**src/rtl/alu_pkg.sv**
```systemverilog
// Shared opcode, flag-select and FSM encodings for the sequential ALU.
package alu_pkg;

  localparam logic [2:0] OP_ADD = 3'b000;
  localparam logic [2:0] OP_SUB = 3'b001;
  localparam logic [2:0] OP_SHR = 3'b010;
  localparam logic [2:0] OP_SHL = 3'b011;
  localparam logic [2:0] OP_AND = 3'b100;
  localparam logic [2:0] OP_OR  = 3'b101;
  localparam logic [2:0] OP_XOR = 3'b110;
  localparam logic [2:0] OP_MUL = 3'b111;

  localparam logic [1:0] FS_GT   = 2'b00;
  localparam logic [1:0] FS_EQ   = 2'b01;
  localparam logic [1:0] FS_AZ   = 2'b10;
  localparam logic [1:0] FS_EVEN = 2'b11;

  typedef enum logic {
    ST_IDLE = 1'b0,
    ST_MUL  = 1'b1
  } state_t;

endpackage

```
**src/rtl/alu_seq_mul.sv**
```systemverilog
// Iterative shift-add multiplier: one partial product per cycle over WIDTH cycles.
// done and product are combinational so the parent can register the final sum on the last edge.
module alu_seq_mul #(
  parameter int WIDTH = 8
) (
  input  logic                 clk,
  input  logic                 rst_n,
  input  logic                 start,
  input  logic [WIDTH-1:0]     a,
  input  logic [WIDTH-1:0]     b,
  output logic                 busy,
  output logic                 done,
  output logic [2*WIDTH-1:0]   product
);

  localparam int              CW   = $clog2(WIDTH);
  localparam logic [CW-1:0]   LAST = CW'(WIDTH - 1);

  logic [2*WIDTH-1:0] acc;
  logic [2*WIDTH-1:0] mcand;
  logic [2*WIDTH-1:0] acc_next;
  logic [WIDTH-1:0]   mplier;
  logic [CW-1:0]      cnt;

  assign acc_next = acc + (mplier[0] ? mcand : '0);
  assign done     = busy && (cnt == LAST);
  assign product  = acc_next;

  always_ff @(posedge clk or posedge rst_n) begin
    if (rst_n) begin
      acc    <= '0;
      mcand  <= '0;
      mplier <= '0;
      cnt    <= '0;
      busy   <= 1'b0;
    end else if (start && !busy) begin
      acc    <= '0;
      mcand  <= {{WIDTH{1'b0}}, a};
      mplier <= b;
      cnt    <= '0;
      busy   <= 1'b1;
    end else if (busy) begin
      acc    <= acc_next;
      mcand  <= mcand << 1;
      mplier <= mplier >> 1;
      cnt    <= cnt + 1'b1;
      if (done) busy <= 1'b0;
    end
  end

endmodule

```
**src/rtl/alu_seq_core.sv**
```systemverilog
// Registered ALU with operand registers and a start/busy/done handshake.
// Single-cycle ops finish on the start edge; MUL runs through alu_seq_mul.
module alu_seq_core
  import alu_pkg::*;
#(
  parameter int WIDTH = 8
) (
  input  logic                 clk,
  input  logic                 rst_n,
  input  logic [WIDTH-1:0]     din,
  input  logic                 load_a,
  input  logic                 load_b,
  input  logic [2:0]           op,
  input  logic [1:0]           flag_sel,
  input  logic                 start,
  output logic                 busy,
  output logic                 done,
  output logic [2*WIDTH-1:0]   result,
  output logic                 flag,
  output logic                 ovf,
  output logic                 zero
);

  localparam int RW = 2 * WIDTH;

  state_t             state;
  logic [WIDTH-1:0]   a_q, b_q;
  logic [WIDTH-1:0]   a_w, b_w;
  logic [1:0]         fs_w;
  logic [RW-1:0]      a_ext, b_ext, alu_res, fin_res;
  logic               fin_flag;
  logic               launch_mul;
  logic               mul_busy, mul_done;
  logic [RW-1:0]      mul_product;

  function automatic logic flag_fn(input logic [WIDTH-1:0] a, input logic [WIDTH-1:0] b,
                                   input logic [1:0] fs);
    logic f;
    case (fs)
      FS_GT:   f = (a > b);
      FS_EQ:   f = (a == b);
      FS_AZ:   f = (a == '0);
      default: f = ~a[0];
    endcase
    return f;
  endfunction

  assign a_ext = {{WIDTH{1'b0}}, a_q};
  assign b_ext = {{WIDTH{1'b0}}, b_q};

  // NOTE: assign a default before the case so no path leaves alu_res unassigned (no latch).
  always_comb begin
    alu_res = '0;
    case (op)
      OP_ADD:  alu_res = a_ext + b_ext;
      OP_SUB:  alu_res = a_ext - b_ext;
      OP_SHR:  alu_res = a_ext >> 1;
      OP_SHL:  alu_res = a_ext << 1;
      OP_AND:  alu_res = a_ext & b_ext;
      OP_OR:   alu_res = a_ext | b_ext;
      OP_XOR:  alu_res = a_ext ^ b_ext;
      default: alu_res = '0;
    endcase
  end

  // In MUL the flag comes from the snapshot, since A/B may be reloaded mid-operation.
  assign fin_res    = (state == ST_MUL) ? mul_product : alu_res;
  assign fin_flag   = (state == ST_MUL) ? flag_fn(a_w, b_w, fs_w) : flag_fn(a_q, b_q, flag_sel);
  assign launch_mul = (state == ST_IDLE) && start && (op == OP_MUL);

  alu_seq_mul #(.WIDTH(WIDTH)) u_mul (
    .clk     (clk),
    .rst_n   (rst_n),
    .start   (launch_mul),
    .a       (a_q),
    .b       (b_q),
    .busy    (mul_busy),
    .done    (mul_done),
    .product (mul_product)
  );

  // NOTE: non-blocking assignments mean a start in the same cycle as a load sees the old A/B.
  always_ff @(posedge clk or posedge rst_n) begin
    if (rst_n) begin
      state  <= ST_IDLE;
      a_q    <= '0;
      b_q    <= '0;
      a_w    <= '0;
      b_w    <= '0;
      fs_w   <= '0;
      result <= '0;
      flag   <= 1'b0;
      ovf    <= 1'b0;
      zero   <= 1'b0;
      busy   <= 1'b0;
      done   <= 1'b0;
    end else begin
      done <= 1'b0;
      case (state)
        ST_IDLE: begin
          if (load_a) a_q <= din;
          if (load_b) b_q <= din;
          if (start) begin
            a_w  <= a_q;
            b_w  <= b_q;
            fs_w <= flag_sel;
            if (op == OP_MUL) begin
              state <= ST_MUL;
              busy  <= 1'b1;
            end else begin
              result <= fin_res;
              flag   <= fin_flag;
              ovf    <= |fin_res[RW-1:WIDTH];
              zero   <= ~|fin_res;
              done   <= 1'b1;
            end
          end
        end
        ST_MUL: begin
          if (mul_done) begin
            result <= fin_res;
            flag   <= fin_flag;
            ovf    <= |fin_res[RW-1:WIDTH];
            zero   <= ~|fin_res;
            done   <= 1'b1;
            busy   <= 1'b0;
            state  <= ST_IDLE;
          end else if (!mul_busy) begin
            busy  <= 1'b0;
            state <= ST_IDLE;
          end
        end
        default: state <= ST_IDLE;
      endcase
    end
  end

endmodule

```
**config.mk**
```make
export PLATFORM = sky130hd
export DESIGN_NAME = alu_seq_core
export DESIGN_NICKNAME = d
export VERILOG_FILES = /design/src/rtl/alu_pkg.sv /design/src/rtl/alu_seq_mul.sv /design/src/rtl/alu_seq_core.sv
export SDC_FILE = /design/constraint.sdc
export NUM_CORES = 1
export LEC_CHECK = 0
export CORE_MARGIN = 2
export CORE_UTILIZATION = 30
export CTS_CLUSTER_DIAMETER = 30
export DETAILED_ROUTE_END_ITERATION = 12
export DONT_BUFFER_PORTS = 1
export PLACE_DENSITY_LB_ADDON = 0.08
export SLEW_MARGIN = 25
export SYNTH_ARGS = -nofsm -noshare
export SYNTH_HDL_FRONTEND = slang
export SYNTH_SLANG_ARGS = --single-unit
```
**constraint.sdc**
```tcl
create_clock -name clk -period 6.6 [get_ports clk]
set_input_delay 1.32 -clock clk [delete_from_list [all_inputs] [get_ports clk]]
set_output_delay 1.32 -clock clk [all_outputs]
set_load 0.02 [all_outputs]
```
== Word level (Yosys, flattened, before mapping) ==
Cells that the tools add are included.

* Divide/modulo/power cells: 0
* Muxes and demuxes: 47
* Reductions and logical operators: 19
* Add/sub/neg operators: 4
* Multipliers: 0
* Equal/unequal tests: 19
* Shift-type cells: 0
* Bitwise logic cells: 6
* Magnitude comparators: 2

{| class="wikitable"
|+ Operator list
! cell !! count
|-
| $mux 16 || 9
|-
| $pmux 16 s7 || 1
|-
| $pmux 16 s2 || 1
|-
| $mux 1 || 24
|-
| $add 16x16->16 || 1
|-
| $eq 8x8->1 || 2
|-
| $gt 8x8->1 || 2
|-
| $logic_not 8->1 || 2
|-
| $mux 8 || 2
|-
| $reduce_or 16->1 || 1
|-
| $eq 3x3->1 const B || 5
|-
| $pmux 1 s2 || 6
|-
| $add 8x8->9 || 1
|-
| $sub 8x8->9 || 1
|-
| $and 8x8->8 || 1
|-
| $or 8x8->8 || 1
|-
| $reduce_or 8->1 || 1
|-
| $xor 8x8->8 || 1
|-
| $eq 3x2->1 const B || 2
|-
| $mux 3 || 2
|-
| $pmux 1 s3 || 2
|-
| $reduce_and 2->1 || 3
|-
| $reduce_and 3->1 || 2
|-
| $eq 2x1->1 const B || 2
|-
| other kinds (12) || 22
|}

* Latch bits: 0
* Register bits after elaboration: 100
* Memories: 0
* RAM bits: 0
* Memory bits (read-only): 0

== Longest topological paths before layout ==
Gate-level depths: netlist of the first run.

* Depth in word-level cells: 8
* Gate-level depth with buffers: 12
* Mapped depth without buffers: 11

== Modules after synthesis ==
Synthesis of the first run repeated with hierarchy kept, for this count alone.

* Cells, all modules: 786
* Area, all modules: 6924.1 um2

{| class="wikitable"
|+ Modules (own cells, without submodules)
! module !! times used !! cells each !! area an instance (um2) !! seq. area each (um2)
|-
| alu_seq_core || 1 || 473 || 4053.9 || 1401.3
|-
| alu_seq_mul || 1 || 313 || 2870.3 || 1101.1
|}

== Least setup slack after synthesis of the first run ==
No wires, ideal clock.

* Kind: register -> register
* Start point: register u_mul.mplier[0]
* End point: register ovf
* Path buffers: 1
* Setup slack: 3.391 ns
* Arrival: 3.084 ns
* Cell stages (with the launch flop): 13
* Clock period less this slack: 3.209 ns
* Setup time: 0.125 ns
* Data required time: 6.475 ns
* Path through: dfrtp_1 > clkbuf_1 > and2_1 > ha_1 > fa_1 > and3_4 > or4_4 > a2111o_1 > a21oi_2 > o221ai_2 > nor4_2 > o21ai_1 > mux2_4

* Longest elaborated chain between the ends: 7

{| class="wikitable"
|+ RTL lines
! what !! RTL line !! text
|-
| start: declaration || alu_seq_mul.sv:22 || <nowiki>logic [WIDTH-1:0] mplier;</nowiki>
|-
| start signal: assignment || alu_seq_mul.sv:45 || <nowiki>mplier <= mplier >> 1;</nowiki>
|-
| $mux 16 * || alu_seq_mul.sv:25 || <nowiki>assign acc_next = acc + (mplier[0] ? mcand : '0);</nowiki>
|-
| $add 16x16->16 * || alu_seq_mul.sv:25 ||
|-
| $mux 16 * || alu_seq_core.sv:67 || <nowiki>assign fin_res = (state == ST_MUL) ? mul_product : alu_res;</nowiki>
|-
| $reduce_or 8->1 * || alu_seq_core.sv:113, alu_seq_core.sv:123 ||
|-
| $mux 1 || alu_seq_core.sv:107 || <nowiki>if (op == OP_MUL) begin</nowiki>
|-
| $mux 1 || alu_seq_core.sv:103 || <nowiki>if (start) begin</nowiki>
|-
| $pmux 1 s2 * || alu_seq_core.sv:99 || <nowiki>case (state)</nowiki>
|-
| end signal: assignment || alu_seq_core.sv:113 || <nowiki>ovf <= |fin_res[RW-1:WIDTH];</nowiki>
|-
| end signal: assignment || alu_seq_core.sv:123 || <nowiki>ovf <= |fin_res[RW-1:WIDTH];</nowiki>
|-
| end: declaration || alu_seq_core.sv:20 || <nowiki>output logic ovf,</nowiki>
|}

Every way passes the cells marked *; elsewhere a longest branch is shown, timed or not. The select of a mux whose other input is x is not followed.
A chain may end at the register's enable or synchronous reset.

== Worst setup path after layout of the first run ==
Ends and elaborated chain as after synthesis.

==> qor.yml, run 1 <==
post-route-drc-count: 0
final_common_cell: "nand2_1"
ant_nets: 0
clock-skew-final_ns: 0.008389
grt-ovfl-total: 0
cts_buffers: 9
cp.arrival_ns: 3.72
multi_input_comb_area_um2: 3585
pin_count: 39
cts_tree: "done"
antenna_found_initial: 0
hold_ws_ns: 0.4821
path_cells: "and2_1 > ha_1 > fa_1 > and3_4 > or4_4 > a2111o_1 > a21oi_2 > o221ai_2 > nor4_2 > o21ai_1 > mux2_4"
grt_pass1_wl_mm: 29.51
post_drt_via_cell_ratio: 5.191
r2r_cells: 11
core-area_um2: 20960
syn-num-nets: 817
ys_types: 67
async_flop_share: 1.000
hold_viol_final: 0
gp_congestion: 0.8952
syn_to_final_growth_pct: 9.139
power_density_nw_per_um2: 343.4
clock_latency_ns: 0.36
setup_tns_ns: 0
fmaxAchievable_mhz: 287.7
dr.pass1.iters: 4
ys.flop_type: "dfrtp_1"
fin_crit_sh: 0.5266
worst_slew_pin_slew_ns: 0.9236
worst-r2r-setup-slack_ns: 3.12
synth-seq-cells: 100
clock_path_buffers: 2
status: "finished clean"
initial_core_util: 0.3045
period_needed_ns: 3.476
ctsHoldBuffers: 0
vias: 5196
rows: 53
cts_root_buf: "clkbuf_16"
utilization: 0.3323
clk_pin_slew_ns: 0.07
post_cts_buffers: 0
die_w_um: 149.8
slowest_stage: "dfrtp_1"
io_buffers: 0
htree_num_levels: 3
crit_type: "reg2reg"
hold_depth: 2
dp_hpwl_mm: 13.92
grt_usage: 0.1725
rsz0062_at_grt: "no"
cts_resized: 0
leakage_nw: 3.092
fillers: 2249
final_nets: 794
setup_ws_ns: 3.124
ys_warn_count: 0
synth_area_per_cell_um2: 8.564
synth_edf_count: 0
start_kind: "flip-flop"
grt_max_degree: 81
drtIter0Drc: 368
dieArea_um2: 22450
clkSinkCount: 100
cp.required_ns: 6.84
peakVddDrop_uv: 110.6
place_ws_ns: 3.119
cp-end-kind: "flip-flop"
cap_violations: 0
seq_area_frac_synth: 0.3922
ff_latch_area_um2: 2505
slew_headroom: 0.3830
antenna_cells: 0
die_y_um: 149.8
cpPeakStageDelay_ns: 0.53
synth_cells: 745
critPathMaxFanout: 17
syn_area_um2: 6380
hold_class: "reg2reg"
grt_pass1_vias: 5083
routedWlPerCell_um: 18.60
route.final.wire_length_mm: 18.62
mostFrequentLayoutCells: "nand2_1 (121), dfrtp_1 (98), o21ai_0 (86), nor2_1 (61), a21oi_1 (60)"
drive_gt1_frac: 0.06612
drv_slew: 0
setup_violations: 0
## layout make-up
type | count | share of cell area
Multi-Input combinational cell | 567 | 0.5148
Sequential cell | 100 | 0.3597
Tap cell | 275 | 0.04942
Clock buffer | 10 | 0.03432
Inverter | 40 | 0.02192
Clock inverter | 5 | 0.01545
Timing Repair Buffer | 4 | 0.004313
## layer usage
metal | up-vias | GRT usage | share of wire
li1 | 2537 | - | -
met1 | 2501 | 0.2341 | 0.46
met2 | 129 | 0.2715 | 0.46
met3 | 29 | 0.03323 | 0.048
met4 | 0 | 0.06698 | 0.028
met5 | - | 0 | 0
## metrics by stage
stage | std cells | area (µm²) | power (mW)
floorplan | 745 | 6380 | 1.535
global placement | 986 | 6608 | 1.776
detailed placement | 986 | 6614 | 1.784
CTS | 1001 | 6960 | 2.426
global route | 1001 | 6963 | 2.573
finish | 1001 | 6963 | 2.391
## registers in the layout, summed over array words and instances, names as in the netlist
signal and count:
b_w 8, u_mul.mcand 16, busy 1, a_w 8
fs_w 2, u_mul.acc 16, result 16, u_mul.cnt 3
state 1, u_mul.mplier 8, done 1, flag 1
a_q 8, ovf 1, b_q 8, zero 1
u_mul.busy 1
## worst paths after layout
kind / start / end
setup reg to reg: u_mul.mplier[0] / ovf
setup / recovery: u_mul.mplier[0] / ovf
max in group asynchronous: rst_n / u_mul.acc[5]
hold / removal: u_mul.mplier[2] / u_mul.mplier[1]
min in group asynchronous: rst_n / result[9]
hold reg to reg: u_mul.mplier[2] / u_mul.mplier[1]
## cell usage after synthesis, drive strengths merged (3+ instances only)
cell type	n	area (µm²)
o21bai	4	30.03
a22o	4	35.03
nand2	121	454.2
o221ai	3	32.53
a211oi	6	45.04
inv	39	146.4
fa	3	60.06
a21o	8	61.31
nand4	5	31.28
dfrtp	100	2502
nor4	7	50.05
nor2b	12	75.07
and3	6	43.79
o21ai	88	440.4
buf	8	40.03
a221oi	6	52.55
xnor2	9	78.83
mux2	12	138.9
nor2	61	229.0
clkbuf	30	112.6
mux2i	7	70.07
a21oi	62	317.8
o21a	4	30.03
nand3	7	35.03
ha	51	638.1
nor3	10	50.05
o2111ai	3	26.28
o211ai	6	45.04
xor2	10	87.58
nand2b	4	25.02
and2	16	100.1
## where the power goes
group | internal [mW] | switching (mW) | total, mW
Clock | 0.381 | 0.248 | 0.629
Combinational | 0.302 | 0.494 | 0.796
Sequential | 0.773 | 0.193 | 0.966
Total | 1.46 | 0.935 | 2.39
## cells by family after synthesis
logic type / after synthesis / synth area share
simple gates: 259 / 0.1838
compound gates: 214 / 0.2012
flops: 100 / 0.3922
buf+inv: 78 / 0.04746
fa+ha+maj: 54 / 0.1094
mux: 21 / 0.03981
xor+xnor: 19 / 0.02608
## worst max-delay path: cells and delay by family (launching register included)
| family | cells | cell delay, ns |
|---|---|---|
| AO/OA/AOI/OAI | 4 | 0.80 |
| adder cells (fa/ha/maj) | 2 | 0.64 |
| flip-flops | 1 | 0.53 |
| multiplexers | 1 | 0.27 |
| AND/OR/NAND/NOR | 4 | 1.12 |
No activity file was read; power rests on OpenSTA's default activity.
==> inputs of run 2 (changes only) <==
Clock period 6.6 ns to 2.9 ns, I/O delays scaled along.
==> qor.yml, run 2 (synthesis results as in run 1) <==
status: "finished, violations left"
violations: "negative setup slack"
setup_violations: 2  # +2
mostFrequentLayoutCells: "nand2_1 (120), dfrtp_1 (99), o21ai_0 (82), buf_4 (78), nor2_1 (58)"
cp-end-kind: "flip-flop"
peakVddDrop_uv: 269.6  # +140%
crit_type: "reg2reg"
pin_count: 39  # unchanged
top_regs: "result (16), u_mul.acc (16), u_mul.mcand (16)"
final_cell_area_um2: 7744  # +11%
antenna_found_initial: 0  # unchanged
setup_tns_ns: -0.3479  # -0.3479 ns
clk_pin_slew_ns: 0.07  # about the same
wl_met3_um: 678  # -24%
rows: 53  # unchanged
grt_usage: 0.1754  # +0.002841
final_cells: 1077  # +7.6%
dp_hpwl_mm: 14.33  # +2.9%
postPlaceCellArea_um2: 7151  # +8.1%
cts_buffers: 9  # unchanged
hold_ws_ns: 0.2781  # -0.2040 ns
post-route-drc-count: 0  # unchanged
htree_num_levels: 3  # unchanged
wl_met1_mm: 8.769  # +2.2%
final_nets: 870  # +9.6%
worst_slew_pin_slew_ns: 0.9638  # +0.04015 ns
dr.pass1.iters: 7  # +3
clock_latency_ns: 0.36  # about the same
utilization: 0.3695  # +0.03726
period_needed_ns: 3.112  # -0.3643 ns
final_common_cell: "nand2_1"
gp_congestion: 0.8859  # -1.0%
routed.top_layer: "met4"
r2r_cells: 11  # unchanged
finalPower_mw: 5.811  # +140%
grt-ovfl-total: 0  # unchanged
power_density_nw_per_um2: 750.4  # +120%
leakage_nw: 3.501  # +13%
fmaxAchievable_mhz: 321.4  # +12%
cp.required_ns: 3.14  # -3.70 ns
setup_ws_ns: -0.2115  # -3.336 ns
dieArea_um2: 22450  # unchanged
cap_violations: 0  # unchanged
drv_slew: 0  # unchanged
cts_root_buf: "clkbuf_16"
io_buffers: 0  # unchanged
die_y_um: 149.8  # unchanged
clock-skew-final_ns: 0.01008  # +0.001691 ns
drtIter0Drc: 295  # -20%
dp.cells: 1057  # +7.2%
route.final.wire_length_mm: 19.10  # +2.6%
syn_to_final_growth_pct: 21.38
antenna_cells: 0  # unchanged
grt_pass1_vias: 5415  # +6.5%
hold_viol_final: 0  # unchanged
cp.arrival_ns: 3.35  # -0.37 ns
start_kind: "flip-flop"
drive_gt1_frac: 0.1970  # +0.1309
vias: 5452  # +4.9%
clock_path_buffers: 2  # unchanged
critPathMaxFanout: 4  # -13
routedWlPerCell_um: 17.74  # -4.7%
grt_pass1_wl_mm: 30.24  # +2.5%
hold_class: "in2async"
initial_core_util: 0.3045  # unchanged
r2r-end: "ovf"
core-area_um2: 20960  # unchanged
fin_crit_sh: 1.073  # +0.5463
ctsHoldBuffers: 0  # unchanged
place_ws_ns: -0.3561  # -3.476 ns
worst-r2r-setup-slack_ns: -0.21  # -3.34 ns
grt_max_degree: 81  # unchanged
die_w_um: 149.8  # unchanged
rr_startpoint: "u_mul.mplier[0]"
slew_headroom: 0.3562  # -0.02682
rsz0062_at_grt: "yes"
cts_tree: "done"
clkSinkCount: 100  # unchanged
post_drt_via_cell_ratio: 5.062  # -2.5%
wl_met2_mm: 9.195  # +6.7%
ant_nets: 0  # unchanged
## run 2: where the power goes
| group | switching [mW] | leakage (nW) | internal (mW) |
|---|---|---|---|
| registers | 0.380 | 1.28 | 1.76 |
| clock network | 0.568 | 0.151 | 0.779 |
| logic | 1.32 | 2.07 | 1.00 |
## run 2: layer usage
metal	GRT usage	vias to the layer above
met1	0.2324	2625
met3	0.03201	26
met4	0.05660	0
met5	0	-
met2	0.2895	98
li1	-	2703
## run 2: worst max path at each step
stage	startpoint	end	slack (ns)	cells past startpoint
final	u_mul.mplier[0]	ovf	-0.21	11
after floorplan	u_mul.mplier[0]	ovf	-0.24	12
after global routing	u_mul.mplier[0]	ovf	-0.35	11
after detailed placement	u_mul.mplier[0]	ovf	-0.36	11
after global placement	u_mul.mplier[0]	ovf	-0.33	11
after CTS	u_mul.mplier[0]	ovf	-0.39	11
## run 2: worst max-delay path: stages (launching register included)
cell      delay, ns
dfrtp_1        0.41
and2_4         0.16
ha_4           0.16
fa_2           0.36
and3_4         0.17
or4_4          0.44
a2111o_1       0.42
a21oi_2        0.18
o221ai_2       0.12
nor4_4         0.20
o21ai_2        0.11
mux2_4         0.26
## run 2: area by class of cell
cell class	instances	area, µm²
Clock buffer	10	239.0
Clock inverter	5	83.83
Fill cell	2177	13210
Inverter	40	153.9
Multi-Input combinational cell	567	3807
Sequential cell	100	2504
Tap cell	275	344.1
Timing Repair Buffer	80	611.8
## run 2: repair_timing
item | in CTS | in global routing
cloned | 0 | 0
endpoints found under the setup margin | 3 | 12
pin swaps | 9 | 13
gates resized for setup | 11 | 36
buffers inserted | 7 | 4
